`src/rtl/mic_gate_pkg.sv`:
```
// Shared gate state encoding and default widths; also decoded by the MMIO
// core for STATUS, so the state encoding must stay stable.
package mic_gate_pkg;

  localparam int DEF_CNT_W      = 8;
  localparam int DEF_OPEN_CNT_W = 16;

  typedef enum logic [1:0] {
    CLOSED = 2'd0,
    ATTACK = 2'd1,
    OPEN   = 2'd2,
    HOLD   = 2'd3
  } gate_state_t;

endpackage

```
`src/rtl/mic_win_timer.sv`:
```
// Detector window timer: 1-cycle win_start every WIN_CYCLES cycles while enabled.
// First pulse lands WIN_CYCLES cycles after enable is first sampled high.
module mic_win_timer #(
  parameter int WIN_CYCLES = 100000
) (
  input  logic clk,
  input  logic rst,
  input  logic enable,
  output logic win_start
);

  localparam int TW = $clog2(WIN_CYCLES);
  localparam logic [TW-1:0] LAST = TW'(WIN_CYCLES - 1);

  logic [TW-1:0] timer;
  logic          armed;

  // armed delays counting by one cycle so the first window is a full WIN_CYCLES long
  always_ff @(posedge clk or posedge rst) begin
    if (rst) begin
      timer     <= '0;
      armed     <= 1'b0;
      win_start <= 1'b0;
    end else if (!enable) begin
      timer     <= '0;
      armed     <= 1'b0;
      win_start <= 1'b0;
    end else begin
      armed     <= 1'b1;
      win_start <= 1'b0;
      if (armed) begin
        if (timer == LAST) begin
          timer     <= '0;
          win_start <= 1'b1;
        end else begin
          timer <= timer + TW'(1);
        end
      end
    end
  end

endmodule

```
`src/rtl/mic_gate_ctrl.sv`:
```
// Mic gate sequencer: window timing plus attack/hold debounce of threshold results.
// gate_open/gate_event follow the deciding level_ready_in by one cycle; enable low closes the gate.
module mic_gate_ctrl
  import mic_gate_pkg::*;
#(
  parameter int WIN_CYCLES = 100000,
  parameter int CNT_W      = DEF_CNT_W,
  parameter int OPEN_CNT_W = DEF_OPEN_CNT_W
) (
  input  logic                  clk,
  input  logic                  rst,
  input  logic                  enable,
  input  logic [CNT_W-1:0]      attack_cnt,
  input  logic [CNT_W-1:0]      hold_cnt,
  input  logic                  level_ready_in,
  input  logic                  above_thresh_in,
  output logic                  win_start,
  output logic                  gate_open,
  output logic                  gate_event,
  output logic [1:0]            state_out,
  output logic [OPEN_CNT_W-1:0] open_count
);

  gate_state_t      state, state_nxt;
  logic [CNT_W-1:0] run, run_nxt, run_inc;
  logic [CNT_W:0]   run_p1;
  logic             opening, gate_nxt;

  mic_win_timer #(.WIN_CYCLES(WIN_CYCLES)) u_win_timer (
    .clk       (clk),
    .rst       (rst),
    .enable    (enable),
    .win_start (win_start)
  );

  always_comb begin
    state_nxt = state;
    run_nxt   = run;
    run_p1    = {1'b0, run} + (CNT_W+1)'(1);
    run_inc   = (run == '1) ? run : run + CNT_W'(1);

    if (!enable) begin
      state_nxt = CLOSED;
      run_nxt   = '0;
    end else if (level_ready_in) begin
      case (state)
        CLOSED: begin
          if (above_thresh_in) begin
            if (attack_cnt <= CNT_W'(1)) begin
              state_nxt = OPEN;
              run_nxt   = '0;
            end else begin
              state_nxt = ATTACK;
              run_nxt   = CNT_W'(1);
            end
          end else begin
            run_nxt = '0;
          end
        end
        ATTACK: begin
          if (!above_thresh_in) begin
            state_nxt = CLOSED;
            run_nxt   = '0;
          end else if (run_p1 >= {1'b0, attack_cnt}) begin
            state_nxt = OPEN;
            run_nxt   = '0;
          end else begin
            run_nxt = run_inc;
          end
        end
        OPEN: begin
          if (!above_thresh_in) begin
            if (hold_cnt == '0) begin
              state_nxt = CLOSED;
              run_nxt   = '0;
            end else begin
              state_nxt = HOLD;
              run_nxt   = CNT_W'(1);
            end
          end
        end
        HOLD: begin
          if (above_thresh_in) begin
            state_nxt = OPEN;
            run_nxt   = '0;
          end else if (run >= hold_cnt) begin
            state_nxt = CLOSED;
            run_nxt   = '0;
          end else begin
            run_nxt = run_inc;
          end
        end
        default: begin
          state_nxt = CLOSED;
          run_nxt   = '0;
        end
      endcase
    end

    // HOLD->OPEN is a continuation of the same opening, not a new one
    opening  = ((state == CLOSED) || (state == ATTACK)) && (state_nxt == OPEN);
    gate_nxt = (state_nxt == OPEN) || (state_nxt == HOLD);
  end

  always_ff @(posedge clk or posedge rst) begin
    if (rst) begin
      state      <= CLOSED;
      run        <= '0;
      gate_open  <= 1'b0;
      gate_event <= 1'b0;
      open_count <= '0;
    end else begin
      state      <= state_nxt;
      run        <= run_nxt;
      gate_open  <= gate_nxt;
      gate_event <= gate_nxt != gate_open;
      if (opening && (open_count != '1))
        open_count <= open_count + OPEN_CNT_W'(1);
    end
  end

  assign state_out = state;

endmodule

```
`config.mk`:
```
export PLATFORM = sky130hd
export DESIGN_NAME = mic_gate_ctrl
export DESIGN_NICKNAME = d
export VERILOG_FILES = /design/src/rtl/mic_gate_pkg.sv /design/src/rtl/mic_win_timer.sv /design/src/rtl/mic_gate_ctrl.sv
export SDC_FILE = /design/constraint.sdc
export NUM_CORES = 1
export LEC_CHECK = 0
export CAP_MARGIN = 40
export CORE_ASPECT_RATIO = 0.7
export CORE_UTILIZATION = 50
export DETAILED_ROUTE_END_ITERATION = 10
export GPL_TIMING_DRIVEN = 0
export PLACE_DENSITY = 0.74
export SKIP_CTS_REPAIR_TIMING = 1
export SLEW_MARGIN = 20
export SYNTH_ARGS = -nofsm -noshare
export SYNTH_HDL_FRONTEND = slang
export SYNTH_SLANG_ARGS = --single-unit
```
`constraint.sdc`:
```
create_clock -name clk -period 4.4 [get_ports clk]
set_input_delay 0.88 -clock clk [delete_from_list [all_inputs] [get_ports clk]]
set_output_delay 0.88 -clock clk [all_outputs]
set_load 0.01 [all_outputs]
```
* Yosys cells after proc, flatten, opt, wreduce, memory -nomap -nowiden
Index checks and enable logic that the tools add are counted.
** Storage, ports and cells
- Flip-flop bits (word level) :: 47
- Word-level logic and storage cells :: 64
** Cells by class
- Equality and inequality tests :: 12
- $lt $le $gt $ge :: 3
- Add/sub/neg operators :: 4
- Reductions and logical operators :: 7
- Muxes and demuxes :: 30
** Operators with widths (count)
- $mux 8 :: 9
- $mux 17 :: 3
- $pmux 8 s4 :: 1
- $mux 2 :: 10
- $add 17x1->17 const B :: 1
- $eq 17x17->1 const B :: 1
- $add 16x1->16 const B :: 1
- $ne 16x16->1 const B :: 1
- $add 8x1->9 const B :: 1
- $ge 9x8->1 :: 1
- $add 8x1->8 const B :: 1
- $eq 2x2->1 const B :: 4
- $eq 8x8->1 const B :: 1
- $ge 8x8->1 :: 1
- $le 8x1->1 const B :: 1
- $logic_not 8->1 :: 1
- $pmux 2 s4 :: 1
- $mux 1 :: 6
- $ne 2x1->1 const B :: 2
- $ne 3x3->1 const B :: 1
- $eq 2x1->1 const B :: 1
- $logic_and 1x1->1 :: 2
- $logic_not 2->1 :: 1
- $logic_or 1x1->1 :: 2
- 2 further kinds :: 2

* Logic depth before layout (Yosys ltp)
- Depth after elaboration :: 10
- Gate-level depth with buffers :: 12
- Mapped depth without buffers :: 11

* Modules after synthesis
A second synthesis with hierarchy kept.
** Second synthesis, totals
- Cell total of the unflattened synthesis :: 332
- Area, all modules :: 3234.4 um^2
** By module, submodules not included
- mic_gate_ctrl :: cells an instance 229, times used 1, area an instance 2203.4 um^2, seq. area each 700.7 um^2
- mic_win_timer :: cells an instance 103, times used 1, area an instance 1031.0 um^2, seq. area each 475.5 um^2

* Least setup slack after synthesis
Ideal clock, no wire load.
- Path type :: register to register
- Start point :: register run[0]
- End point :: register open_count[1]
- Cell stages (with the launch flop) :: 11
- Library setup time :: 125 ps
- Arrival time :: 2589 ps
- Slack :: 1686 ps
- Path through :: dfrtp_1 ha_1 nand3_2 or2_2 xnor2_1 ha_1 a21o_1 a211oi_1 a21oi_2 o21ai_2 mux2_2
** Between the ends
- Word-level cells in the longest chain between the ends :: 10
- Elaborated cells between the ends (all ways) :: 13
- Classes of those cells :: 1 x add/sub; 2 x order compare; 1 x eq/ne; 7 x mux; 2 x reduce/logical
** Ends and longest elaborated chain
- start, declared :: line mic_gate_ctrl.sv:25 : logic [CNT_W-1:0] run, run_nxt, run_inc;
- start signal, assigned :: line mic_gate_ctrl.sv:114 : run <= run_nxt;
- $add 8x1->9 :: line mic_gate_ctrl.sv:39 : run_p1 = {1'b0, run} + (CNT_W+1)'(1);
- $ge 9x8->1 :: line mic_gate_ctrl.sv:64 : end else if (run_p1 >= {1'b0, attack_cnt}) begin
- $mux 2 :: line mic_gate_ctrl.sv:64
- $mux 2 :: line mic_gate_ctrl.sv:61 : if (!above_thresh_in) begin
- $pmux 2 s4 * :: line mic_gate_ctrl.sv:46 : case (state)
- $mux 2 * :: line mic_gate_ctrl.sv:45 : end else if (level_ready_in) begin
- $mux 2 * :: line mic_gate_ctrl.sv:42 : if (!enable) begin
- $eq 2x2->1 * :: line mic_gate_ctrl.sv:101 : opening = ((state == CLOSED) || (state == ATTACK)) && (state_nxt == OPEN);
- $logic_and 1x1->1 * :: line mic_gate_ctrl.sv:101
- $logic_and 1x1->1 * :: line mic_gate_ctrl.sv:117 : if (opening && (open_count != '1))
- end signal, assigned :: line mic_gate_ctrl.sv:118 : open_count <= open_count + OPEN_CNT_W'(1);
- end, declared :: line mic_gate_ctrl.sv:21 : output logic [OPEN_CNT_W-1:0] open_count
Mark *: on every way between the ends. The rest lies on a longest branch, timed or not.
A chain may end at the register's enable or synchronous reset.

* Final worst setup path
Same ends and word-level chain as after synthesis.

==> results.cfg <==
[yosys]
syn-num-nets = 366
synthTopCellsByCount = 47 x dfrtp_1, 30 x nand2_1, 23 x inv_1
dominantRegCellSynth = dfrtp_1
async_flop_share = 1.00
synth_cell_types = 55
ys_ff_latch = 47
seq_area_frac_synth = 0.388
synth_area_mm2 = 0.00303
synth.area.top_cells = dfrtp_1 39%, ha_1 7.8%, xnor2_1 5.8%
synth_edf_count = 0
ys.warnings.count = 0
syn_area_per_cell_um2 = 9.29
synth.largest_area_cell = dfrtp_1
yosysMostFrequentCell = dfrtp_1
yosys.area.top_type_share = 0.388
syn_inst = 326

[sta]
fin_crit_sh = 0.718
slew_viol_final = 0
hold_slack_ps = 496
fmax_mhz = 317
setup_viol = 0
post-route-min-period_ps = 3160
slew_headroom = 0.658
worst_slew_pin_slew_ps = 500
worst_slack_ps = 1240
finClkSkew_ps = 6.36
finalSetupTns_ps = 0
finalHoldViolCount = 0
rsz0062_at_grt = false

[cts]
cts_tree = done
clk_root_buffer_cell = clkbuf_8
htree_num_levels = 2
cts_buffers = 5
path_clk_slew_ps = 100
clock_path_buffers = 2
clock_sinks = 47
clock_latency_ps = 300

[drt]
routedWlPerCell_um = 14.6
ant_nets = 0
drc = 0
vias = 2578
drt_pass1_iterations = 5
viasPerCell = 5.72
drt_wl_total_mm = 6.57
drt_iter0_drc = 110

[worst_setup_path]
startpoint_type = flip-flop
rr_startpoint = run[0]$_DFFE_PP0P_
crit_chain = ha_1 -> nand3_2 -> or2_2 -> xnor2_1 -> ha_1 -> a21o_1 -> a211oi_1 -> a21oi_2 -> o21ai_2 -> mux2_2
r2r_slack_ps = 1240
arrival_ps = 3350
cp_slowest_cell = dfrtp_1
required_ps = 4590
startpoint = run[0]$_DFFE_PP0P_
cp_max_fo = 8
critPathMaxStageDelay_ps = 490
crit_type = flip-flop to flip-flop
cp_common_cell = ha_1
end_kind = flip-flop

[pwr]
leakage_nw = 1.66
power.density_mw_per_mm2 = 261
ir_drop_uv = 292

[job]
cap_violations = 0

[placed_design]
place_area_mm2 = 0.00355
placed_cells = 443
port_buffers = 41
place_ws_ps = 922
hpwl_mm = 5.08
gp_congestion = 0.841

[floorplanning]
start_util = 0.524
design.core.area_mm2 = 0.00578
die-area_mm2 = 0.00638
die-width_um = 95.0
rows = 23
dieHeight_um = 67.1
ios = 42

[cells_and_area]
num-fill-cells = 492
drive_above_1_share = 0.0665
syn_to_final_growth_pct = 21.1
layout.cells.non_filler = 451
antenna_cells = 0
nets = 415
fin_area_mm2 = 0.00367

[hold_path]
min_from = open_count[13]$_DFFE_PP0P_
min_path_type = flip-flop to flip-flop

[grt]
grt_start_max_net_pins = 27
grt_use_total = 0.223
antenna_found_initial = 0
gr-total-overflow = 0
grt_pass1_vias = 2373
grt_first_pass_wirelength_mm = 11.0

[outcome]
status = complete, no violations
worst max-delay path, delay by kind of cell, from the launching register on:
family | cells | cell delay [ps]
compound gates | 4 | 970
fa+ha+maj | 2 | 530
simple gates | 2 | 500
flops | 1 | 490
mux | 1 | 350
xor+xnor | 1 | 200
path summary, 6_finish.rpt:
path | end | cells past startpoint
setup / recovery | open_count[1]$_DFFE_PP0P_ | 10
hold / removal | open_count[13]$_DFFE_PP0P_ | 1
setup reg to reg | open_count[1]$_DFFE_PP0P_ | 10
hold reg to reg | open_count[13]$_DFFE_PP0P_ | 1
max in group asynchronous | run[1]$_DFFE_PP0P_ | 3
min in group asynchronous | open_count[13]$_DFFE_PP0P_ | 2
layout by cell type (no fill, tap or decap), types with 6 or more instances in the layout:
cell | Yosys | final
a211oi_1 | 6 | 6
a21o_1 | 8 | 8
a21oi_1 | 11 | 11
and2_1 | 7 | 7
and3_1 | 12 | 12
clkdlybuf4s50_1 | 0 | 41
dfrtp_1 | 47 | 47
ha_1 | 19 | 19
inv_1 | 23 | 22
nand2_1 | 30 | 30
nand2b_1 | 7 | 7
nand3_1 | 12 | 12
nand4_1 | 7 | 7
nor2_1 | 22 | 22
o2111ai_1 | 10 | 10
o211ai_1 | 6 | 6
o21ai_0 | 14 | 14
xnor2_1 | 20 | 20
xor2_1 | 7 | 7
cell families (layout without fill, tap and decap cells):
family	after synthesis	count (layout)	share of synthesized area
compound gates	78	78	0.193
fa+ha+maj	19	19	0.0785
flops	47	47	0.388
buf+inv	31	81	0.0425
simple gates	123	123	0.216
mux	1	1	0.00372
xor+xnor	27	27	0.0781
report_power, final:
part,switching (mW),internal (mW)
Combinational,0.0777,0.0788
Clock,0.157,0.171
Sequential,0.0213,0.449
Total,0.256,0.700
flip-flops by register name (all words and copies together), names as in the netlist:
register / flops
gate_event: 1
run: 8
u_win_timer.timer: 17
u_win_timer.win_start: 1
open_count: 16
gate_open: 1
state_out: 2
u_win_timer.armed: 1
per-stage QoR:
step | util | total power, mW
after CTS | 0.634 | 0.963
after floorplan | - | 0.558
after global placement | 0.611 | 0.630
final | 0.634 | 0.956
after detailed placement | 0.614 | 0.636
after global routing | 0.634 | 1.00
metal layers:
metal / up-vias / GRT usage / wire length [um]
met5: - / 0 / 0
met4: 0 / 0.0398 / 27
met3: 2 / 0.0377 / 266
met2: 51 / 0.344 / 2860
met1: 1243 / 0.331 / 3420
li1: 1282 / - / -
layout make-up:
class | count | area (um2) | area share
plain buffers | 8 | 42.5 | 0.0116
well taps | 75 | 93.8 | 0.0256
inverters | 23 | 86.3 | 0.0235
flip-flops and latches | 47 | 1180 | 0.321
clock buffers | 5 | 68.8 | 0.0188
clock inverters | 3 | 46.3 | 0.0126
multi-input cells | 248 | 1720 | 0.470
repair buffers | 42 | 430 | 0.117
Note: power is estimated with default switching activity, not from simulation.
